**config.mk**
```make
export PLATFORM = sky130hd
export DESIGN_NAME = muldiv_unit
export DESIGN_NICKNAME = d
export VERILOG_FILES = /design/src/rtl/muldiv_pkg.sv /design/src/rtl/muldiv_unit_cond_negate.sv /design/src/rtl/muldiv_unit.sv
export SDC_FILE = /design/constraint.sdc
export NUM_CORES = 1
export LEC_CHECK = 0
export CAP_MARGIN = 20
export CORE_MARGIN = 5
export CORE_UTILIZATION = 50
export CTS_CLUSTER_SIZE = 30
export DETAILED_ROUTE_END_ITERATION = 6
export PLACE_DENSITY_LB_ADDON = 0.2
export SETUP_SLACK_MARGIN = 0.05
export SYNTH_ARGS = -nofsm -noshare
export SYNTH_HDL_FRONTEND = slang
export SYNTH_SLANG_ARGS = --single-unit
```
**constraint.sdc**
```tcl
create_clock -name clk -period 2.7 [get_ports clk]
set_input_delay 0.54 -clock clk [delete_from_list [all_inputs] [get_ports clk]]
set_output_delay 0.54 -clock clk [all_outputs]
set_load 0.005 [all_outputs]
```
**src/rtl/muldiv_pkg.sv**
```systemverilog
// muldiv_pkg: shared definitions for the iterative multiply/divide unit.
//   - op encodings (MULT, MULTU, DIV, DIVU) as driven on muldiv_unit.op
//   - FSM state encoding (IDLE, RUN, FIX)
//   - ITER: default operand width, which is also the number of RUN steps
package muldiv_pkg;

  localparam logic [1:0] OP_MULT  = 2'b00;
  localparam logic [1:0] OP_MULTU = 2'b01;
  localparam logic [1:0] OP_DIV   = 2'b10;
  localparam logic [1:0] OP_DIVU  = 2'b11;

  localparam int ITER = 32;

  typedef enum logic [1:0] {
    ST_IDLE = 2'd0,
    ST_RUN  = 2'd1,
    ST_FIX  = 2'd2
  } state_t;

endpackage

```
**src/rtl/muldiv_unit_cond_negate.sv**
```systemverilog
// cond_negate: conditional two's-complement negation.
//   neg : 1 selects -in, 0 passes in through unchanged
//   in  : W-bit value
//   out : W-bit result
module cond_negate #(
  parameter int W = 32
) (
  input  logic         neg,
  input  logic [W-1:0] in,
  output logic [W-1:0] out
);

  assign out = neg ? (~in + W'(1)) : in;

endmodule

```
**src/rtl/muldiv_unit.sv**
```systemverilog
// muldiv_unit: iterative MULT/MULTU/DIV/DIVU unit holding the HI/LO registers.
//   clk, rst      : clock; synchronous active-low reset
//   start, op     : launch request and operation select (accepted in IDLE only)
//   src_a, src_b  : rs/rt operands
//   hi_we, lo_we  : MTHI/MTLO write enables with data wdata (IDLE only)
//   busy          : operation in progress
//   done          : one-cycle pulse when hi/lo take a new result
//   div_by_zero   : sticky flag describing the last completed operation
//   hi, lo        : result registers
//
// Handshake: start is a level sampled at posedge; it is consumed on the edge
// where the unit is IDLE (busy=0). While busy=1 start is ignored and the
// requester must keep holding it. done pulses for exactly one cycle.
//
// Timing: launch edge E0, WIDTH RUN steps on E1..E_WIDTH, FIX writes hi/lo on
// E(WIDTH+1). A divide by zero jumps straight to FIX and completes on E1.
// The FSM state is held in state_q.
import muldiv_pkg::*;

module muldiv_unit #(
  parameter int WIDTH = ITER
) (
  input  logic             clk,
  input  logic             rst,
  input  logic             start,
  input  logic [1:0]       op,
  input  logic [WIDTH-1:0] src_a,
  input  logic [WIDTH-1:0] src_b,
  input  logic             hi_we,
  input  logic             lo_we,
  input  logic [WIDTH-1:0] wdata,
  output logic             busy,
  output logic             done,
  output logic             div_by_zero,
  output logic [WIDTH-1:0] hi,
  output logic [WIDTH-1:0] lo
);

  localparam int CNT_W = (WIDTH > 2) ? $clog2(WIDTH) : 1;
  localparam logic [CNT_W-1:0] CNT_LAST = CNT_W'(WIDTH - 1);

  state_t               state_q, state_d;
  logic [1:0]           op_q, op_d;
  logic [WIDTH-1:0]     b_mag_q, b_mag_d;
  // MUL: {partial product, remaining multiplier bits}
  // DIV: {partial remainder, dividend bits / quotient bits}
  logic [2*WIDTH-1:0]   acc_q, acc_d;
  logic                 q_sign_q, q_sign_d;
  logic                 r_sign_q, r_sign_d;
  logic                 dbz_pend_q, dbz_pend_d;
  logic [CNT_W-1:0]     cnt_q, cnt_d;
  logic [WIDTH-1:0]     hi_q, hi_d;
  logic [WIDTH-1:0]     lo_q, lo_d;
  logic                 busy_q, busy_d;
  logic                 done_q, done_d;
  logic                 dbz_q, dbz_d;

  // Operand magnitudes at launch
  logic             in_signed;
  logic [WIDTH-1:0] a_abs, b_abs;

  assign in_signed = ~op[0];

  cond_negate #(.W(WIDTH)) u_abs_a (
    .neg (in_signed & src_a[WIDTH-1]),
    .in  (src_a),
    .out (a_abs)
  );

  cond_negate #(.W(WIDTH)) u_abs_b (
    .neg (in_signed & src_b[WIDTH-1]),
    .in  (src_b),
    .out (b_abs)
  );

  // Sign fix-up of the magnitude results; unsigned ops never negate.
  logic               q_neg, r_neg;
  logic [2*WIDTH-1:0] prod_fix;
  logic [WIDTH-1:0]   quot_fix, rem_fix;

  assign q_neg = q_sign_q & ~op_q[0];
  assign r_neg = r_sign_q & ~op_q[0];

  cond_negate #(.W(2*WIDTH)) u_fix_prod (
    .neg (q_neg),
    .in  (acc_q),
    .out (prod_fix)
  );

  cond_negate #(.W(WIDTH)) u_fix_quot (
    .neg (q_neg),
    .in  (acc_q[WIDTH-1:0]),
    .out (quot_fix)
  );

  cond_negate #(.W(WIDTH)) u_fix_rem (
    .neg (r_neg),
    .in  (acc_q[2*WIDTH-1:WIDTH]),
    .out (rem_fix)
  );

  // One shift-add multiply step: add multiplicand into the upper half when
  // the current multiplier LSB is set, then shift the whole pair right.
  logic [WIDTH:0]     mul_sum;
  logic [2*WIDTH-1:0] mul_next;

  assign mul_sum  = {1'b0, acc_q[2*WIDTH-1:WIDTH]}
                  + (acc_q[0] ? {1'b0, b_mag_q} : {(WIDTH+1){1'b0}});
  assign mul_next = {mul_sum, acc_q[WIDTH-1:1]};

  // One restoring divide step: shift the next dividend bit into the
  // remainder and subtract the divisor when it fits. The shifted remainder
  // needs WIDTH+1 bits; the difference always fits WIDTH bits.
  logic [WIDTH:0]     div_rem_sh;
  logic               div_fits;
  logic [WIDTH-1:0]   div_diff;
  logic [2*WIDTH-1:0] div_next;

  assign div_rem_sh = {acc_q[2*WIDTH-1:WIDTH], acc_q[WIDTH-1]};
  assign div_fits   = (div_rem_sh >= {1'b0, b_mag_q});
  assign div_diff   = div_rem_sh[WIDTH-1:0] - b_mag_q;
  assign div_next   = div_fits ? {div_diff, acc_q[WIDTH-2:0], 1'b1}
                               : {acc_q[2*WIDTH-2:0], 1'b0};

  always_comb begin
    state_d    = state_q;
    op_d       = op_q;
    b_mag_d    = b_mag_q;
    acc_d      = acc_q;
    q_sign_d   = q_sign_q;
    r_sign_d   = r_sign_q;
    dbz_pend_d = dbz_pend_q;
    cnt_d      = cnt_q;
    hi_d       = hi_q;
    lo_d       = lo_q;
    busy_d     = busy_q;
    done_d     = 1'b0;
    dbz_d      = dbz_q;

    case (state_q)
      ST_IDLE: begin
        if (hi_we) hi_d = wdata;
        if (lo_we) lo_d = wdata;
        if (start) begin
          op_d    = op;
          b_mag_d = b_abs;
          cnt_d   = '0;
          busy_d  = 1'b1;
          if (op[1] && (src_b == '0)) begin
            // Divide by zero: FIX passes these through unnegated,
            // giving hi = raw dividend and lo = all ones.
            state_d    = ST_FIX;
            acc_d      = {src_a, {WIDTH{1'b1}}};
            q_sign_d   = 1'b0;
            r_sign_d   = 1'b0;
            dbz_pend_d = 1'b1;
          end else begin
            state_d    = ST_RUN;
            acc_d      = {{WIDTH{1'b0}}, a_abs};
            q_sign_d   = in_signed & (src_a[WIDTH-1] ^ src_b[WIDTH-1]);
            r_sign_d   = in_signed & src_a[WIDTH-1];
            dbz_pend_d = 1'b0;
          end
        end
      end

      ST_RUN: begin
        acc_d = op_q[1] ? div_next : mul_next;
        cnt_d = cnt_q + CNT_W'(1);
        if (cnt_q == CNT_LAST) state_d = ST_FIX;
      end

      ST_FIX: begin
        if (op_q[1]) begin
          hi_d = rem_fix;
          lo_d = quot_fix;
        end else begin
          hi_d = prod_fix[2*WIDTH-1:WIDTH];
          lo_d = prod_fix[WIDTH-1:0];
        end
        dbz_d   = dbz_pend_q;
        done_d  = 1'b1;
        busy_d  = 1'b0;
        state_d = ST_IDLE;
      end

      default: state_d = ST_IDLE;
    endcase
  end

  always_ff @(posedge clk) begin
    if (!rst) begin
      state_q    <= ST_IDLE;
      op_q       <= '0;
      b_mag_q    <= '0;
      acc_q      <= '0;
      q_sign_q   <= 1'b0;
      r_sign_q   <= 1'b0;
      dbz_pend_q <= 1'b0;
      cnt_q      <= '0;
      hi_q       <= '0;
      lo_q       <= '0;
      busy_q     <= 1'b0;
      done_q     <= 1'b0;
      dbz_q      <= 1'b0;
    end else begin
      state_q    <= state_d;
      op_q       <= op_d;
      b_mag_q    <= b_mag_d;
      acc_q      <= acc_d;
      q_sign_q   <= q_sign_d;
      r_sign_q   <= r_sign_d;
      dbz_pend_q <= dbz_pend_d;
      cnt_q      <= cnt_d;
      hi_q       <= hi_d;
      lo_q       <= lo_d;
      busy_q     <= busy_d;
      done_q     <= done_d;
      dbz_q      <= dbz_d;
    end
  end

  assign busy        = busy_q;
  assign done        = done_q;
  assign div_by_zero = dbz_q;
  assign hi          = hi_q;
  assign lo          = lo_q;

endmodule
```
==> impl_metrics.tcl, run 1 <==
set metrics [dict create \
    relSlewSlack_pct 48.1 \
    crit_top_cell "o21ai_1" \
    syn_area_um2 14800 \
    yosys_register_bits 175 \
    htreeDepth 4 \
    status "finished, violations left" \
    final-hold-violation-count 0 \
    finalPower_mw 11.5 \
    r2r_slack_ns -0.23 \
    setup_viol 25 \
    synth-edff-count 0 \
    drtIter0Drc 1399 \
    core-area_um2 29500 \
    synth-seq-area-share_pct 23.6 \
    start_util_pct 50.3 \
    syn_nets 2188 \
    drv_cap 0 \
    postSynth.asyncResetShare_pct 0 \
    cp_top_family "compound AO/OA/AOI/OAI gates" \
    fmax_mhz 342 \
    grt_pass1_vias 17400 \
    fin_nets 2730 \
    drive_gt1_share_pct 32.5 \
    cp_cell_sequence "and2_4 > ha_4 > fa_2 > a211oi_4 > o21a_2 > a21oi_4 > a21o_1 > nor3_4 > o31ai_4 > buf_4 > xor2_1 > o21ai_1 > o21ai_1" \
    synth_top_area_share_pct 23.6 \
    fin_cells 2957 \
    crit_buf_inv 1 \
    clk_latency_ns 0.46 \
    synth_top_cells_by_area "dfxtp_1 (24%), a21oi_1 (6.8%), o21ai_0 (6.0%)" \
    hpwl_um 48100 \
    gp_congestion 0.993 \
    critPathMaxStageDelay_ns 0.42 \
    synth.largest_area_cell "dfxtp_1" \
    cts_root_buf "clkbuf_16" \
    rsz0062_at_grt "yes" \
    worstPathArrival_ns 3.27 \
    wl_um 65300 \
    critPathKind "reg -> reg" \
    clk_path_buf_depth 2 \
    wire_per_inst_um 22.1 \
    antenna_found_initial 1 \
    vias 18300 \
    synth_cell_types 87 \
    final_max_slew_viol_count 0 \
    crit_slowest_cell "fa_2" \
    cts_num_sinks 175 \
    grt_overflow 0 \
    dieArea_um2 33200 \
    fill_cells 2189 \
    grt_max_degree 127 \
    worstPathMaxFanout 4 \
    cts.clk_slew.worst_paths_ns 0.07 \
    peakVddDrop_mv 0.380 \
    yosysMostFrequentCell "a21oi_1" \
    top_layer_used "met4" \
    vias_per_cell 6.21 \
    numCtsBuffers 17 \
    worst_slew_pin_slew_ns 0.779 \
    syn2layout_area_growth_pct 52.5 \
    final_antenna_net_count 0 \
    cp-start-kind "flip-flop" \
    yosys_warnings 0 \
    worstSetupEndpointType "flip-flop" \
    met3WireLength_um 5250 \
    final_util_pct 76.7 \
    dp.cells 2876 \
    violations "negative setup slack" \
    skew_ns 0.0116 \
    period_minus_slack_ns 2.93 \
    finalCritPeriodShare_pct 108 \
    syn_inst 2013 \
    die_x_um 182 \
    drtPass1Iterations 5 \
    top_level_ports 170 \
    hold_class "reg -> reg" \
    drc 0 \
    grt_pass1_wl_um 95900 \
    drt-met1-wl_um 24600 \
    met2_length_um 30600 \
    synth_commonest_cells "a21oi_1 (202), nand2_1 (190), nor2_1 (184), o21ai_0 (177), dfxtp_1 (175)" \
    timing.final.ws_setup_ns -0.228 \
    tritoncts "yes" \
    cp.required_ns 3.05 \
    synth_top_flop_cell "dfxtp_1" \
    p_per_area_nw_per_um2 511 \
    syn_area_per_cell_um2 7.36 \
    die_h_um 182 \
    track_usage_pct 36.2 \
    diodes 0 \
    port_buffers 169 \
    row_count 63 \
    hold_buffers 0 \
    leakage_nw 9.49 \
]
cells in the final DEF (no fill, tap or decap), types with 12 or more instances in the layout:
cell,n
o211a_1,28
a211oi_1,37
ha_4,28
a21oi_1,171
or3_1,15
and2_1,12
nand4_1,13
o31ai_1,15
nand3_1,37
nor4_1,19
nor2_2,13
inv_1,49
dfxtp_1,149
o21ai_0,149
clkbuf_16,17
o21ai_1,17
nor2b_1,41
o211ai_1,27
buf_6,26
nor3_1,25
a21o_1,18
buf_4,446
dfxtp_2,20
mux2i_1,27
ha_1,37
o221ai_1,22
a31oi_1,38
nand2b_1,20
o21ai_2,13
nand2_1,181
buf_12,12
clkdlybuf4s50_1,160
inv_2,13
xnor2_1,85
a21oi_2,28
nor2_1,163
xor2_1,77
worst min-delay path: stages, from the launching register on:
cell and delay [ns]:
dfxtp_1 0.31, nand2_1 0.04, a21boi_0 0.06
layer usage:
metal | GRT usage, % | vias up
met1 | 42.6 | 8591
met2 | 63.0 | 1038
met5 | 0 | -
met3 | 5.36 | 311
li1 | - | 8409
met4 | 20.5 | 0
logic make-up after synthesis:
kind of cell | count (synthesis) | synth area share [%]
DFF | 175 | 23.6
AOI/OAI and AO/OA | 695 | 29.9
adders and majority gates | 72 | 6.18
buffers and inverters | 199 | 5.54
muxes | 40 | 2.81
and+or+nand+nor | 660 | 21.8
xor gates and xnor gates | 172 | 10.2
area by class of cell:
class	count	area, um^2	share of cell area [%]
Inverter	66	268	1.18
Timing Repair inverter	1	5.00	0.0221
Sequential cell	175	3550	15.7
Clock inverter	9	109	0.482
Timing Repair Buffer	655	5630	24.9
Multi-Input combinational cell	1639	12100	53.4
Clock buffer	22	474	2.10
Tap cell	390	488	2.16
per-stage QoR:
step,setup TNS (ns),worst slack (ns),instance area (um^2),hold slack (ns)
4_1_cts,-0.736,-0.100,21600,0.460
6_report,-3.26,-0.228,22600,0.463
3_3_place_gp,-22.45,-0.427,19900,0.450
3_5_place_dp,-27.10,-0.484,19900,0.458
5_1_grt,-5.96,-0.331,22600,0.490
2_1_floorplan,0,0.00147,14900,0.441
sequential cells by signal (all words and copies together) (netlist names), 2 cells and up:
name     count
cnt_q        5
state_q      2
lo          32
hi          32
op_q         2
acc_q       64
b_mag_q     32
path summary, 6_finish.rpt:
check / start / cells after the start / end
worst max-delay path: acc_q[0] / 13 / acc_q[59]
worst min-delay path: div_by_zero / 2 / div_by_zero
worst max register to register: acc_q[0] / 13 / acc_q[59]
worst min register to register: div_by_zero / 2 / div_by_zero
timing repair:
action                                  4_1_cts  5_1_grt
setup buffers                                22       30
endpoints found under the setup margin       57       98
pin swaps                                    78       95
resized for setup                           197      191
cloned                                        2        0
power breakdown:
group	switching (mW)	total [mW]	internal, mW
Combinational	3.10	5.90	2.80
Clock	1.17	2.60	1.43
Sequential	0.225	3.05	2.82
Total	4.49	11.5	7.05
(Power assumes the default switching activity.)
==> run 2: changes to the inputs <==
- SKIP_CTS_REPAIR_TIMING: not set -> 1
==> impl_metrics.tcl, run 2 (synthesis gave the netlist of run 1 again) <==
set metrics [dict create \
    status "finished, violations left" \
    violations "negative setup slack" \
    preCtsSetupSlack_ns -0.484 \
    skew_ns 0.0122 \
    syn2layout_area_growth_pct 53.5 \
    critPathMaxStageDelay_ns 0.40 \
    vias 18300 \
    cp_top_family "compound AO/OA/AOI/OAI gates" \
    grt_pass1_wl_um 91900 \
    vias_per_cell 6.20 \
    crit_buf_inv 1 \
    finalInstanceArea_um2 22700 \
    worstPathArrival_ns 3.38 \
    cts_root_buf "clkbuf_16" \
    tritoncts "yes" \
    critPathKind "reg -> reg" \
    drv_cap 0 \
    fmax_mhz 329 \
    drive_gt1_share_pct 32.9 \
    drtIter0Drc 1375 \
    final_antenna_net_count 0 \
    period_minus_slack_ns 3.04 \
    crit_top_cell "o21ai_1" \
    largest_register_ff_count 64 \
    antenna_found_initial 1 \
    final-hold-violation-count 0 \
    leakage_nw 9.53 \
    finalCritPeriodShare_pct 112 \
    row_count 63 \
    clk_latency_ns 0.47 \
    p_per_area_nw_per_um2 513 \
    rsz0062_at_grt "yes" \
    place_area_um2 19900 \
    grt_max_degree 127 \
    cp.required_ns 3.05 \
    finalPower_mw 11.7 \
    grt_pass1_vias 16900 \
    setup_viol 30 \
    drtPass1Iterations 6 \
    numCtsBuffers 17 \
    worstPathMaxFanout 3 \
    die_x_um 182 \
    start_util_pct 50.3 \
    htreeDepth 4 \
    final_max_slew_viol_count 0 \
    hold_class "reg -> reg" \
    track_usage_pct 34.7 \
    gp_congestion 0.993 \
    cp-start-kind "flip-flop" \
    fill_cells 2135 \
    top_level_ports 170 \
    peakVddDrop_mv 0.387 \
    cp_cell_sequence "and2_4 > ha_4 > fa_2 > a211oi_2 > o21a_1 > a21oi_4 > a21o_1 > nor3_4 > o31ai_4 > buf_4 > xor2_1 > o21ai_1 > o21ai_1" \
    diodes 0 \
    dieArea_um2 33200 \
    final_cell_mix "buf_4 (443), nand2_1 (176), nor2_1 (170), a21oi_1 (170), clkdlybuf4s50_1 (161)" \
    final_util_pct 77.1 \
    grt_overflow 0 \
    regMostFlops "acc_q" \
    worst_slew_pin_slew_ns 0.829 \
    hpwl_um 48100 \
    fin_tns_setup_ns -3.63 \
    core-area_um2 29500 \
    die_h_um 182 \
    wl_um 65500 \
    cts.clk_slew.worst_paths_ns 0.07 \
    port_buffers 169 \
    wire_per_inst_um 22.1 \
    relSlewSlack_pct 44.5 \
    fin_nets 2732 \
    worstSetupEndpointType "flip-flop" \
    layout_commonest_cell "buf_4" \
    crit_slowest_cell "fa_2" \
    cts_num_sinks 175 \
    timing.final.ws_setup_ns -0.336 \
    drc 0 \
    clk_path_buf_depth 2 \
]
[run 2: cell type report]
type / instances / area [um^2] / share of cell area (%)
clock inverters: 9 / 109 / 0.479
clock buffers: 22 / 474 / 2.08
flip-flops and latches: 175 / 3560 / 15.6
inverters: 66 / 263 / 1.16
repair buffers: 658 / 5690 / 25.0
multi-input cells: 1639 / 12200 / 53.5
well taps: 390 / 488 / 2.15
[run 2: path summary, 6_finish.rpt]
check,start,end,slack (ns),depth (start not counted)
worst max-delay path,acc_q[0],acc_q[59],-0.34,13
worst min-delay path,div_by_zero,div_by_zero,0.46,2
worst min register to register,div_by_zero,div_by_zero,0.46,2
worst max register to register,acc_q[0],acc_q[59],-0.34,13
[run 2: report_power, final]
part,switching [mW],internal (mW),total (mW)
sequential,0.228,2.82,3.05
combinational,3.15,2.88,6.03
clock,1.15,1.43,2.58
total,4.53,7.13,11.7
[run 2: metrics by stage]
step | cells | hold WS [ns]
finish | 2959 | 0.463
global route | 2959 | 0.486
CTS | 2907 | 0.466
detailed placement | 2876 | 0.458
global placement | 2876 | 0.450
floorplan | 2013 | 0.441
[run 2: tightest hold or removal path: cells and delay by family (launching register included)]
kind | cells | cell delay [ns]
flip-flops | 1 | 0.31
AO/OA/AOI/OAI | 1 | 0.06
AND/OR/NAND/NOR | 1 | 0.04
[run 2: layer usage]
layer / up-vias / part of all wire [%] / global-route usage, %
li1: 8421 / - / -
met1: 8587 / 38 / 40.9
met2: 1053 / 47 / 60.2
met3: 285 / 7.8 / 5.54
met4: 0 / 7.1 / 18.9
met5: - / 0 / 0
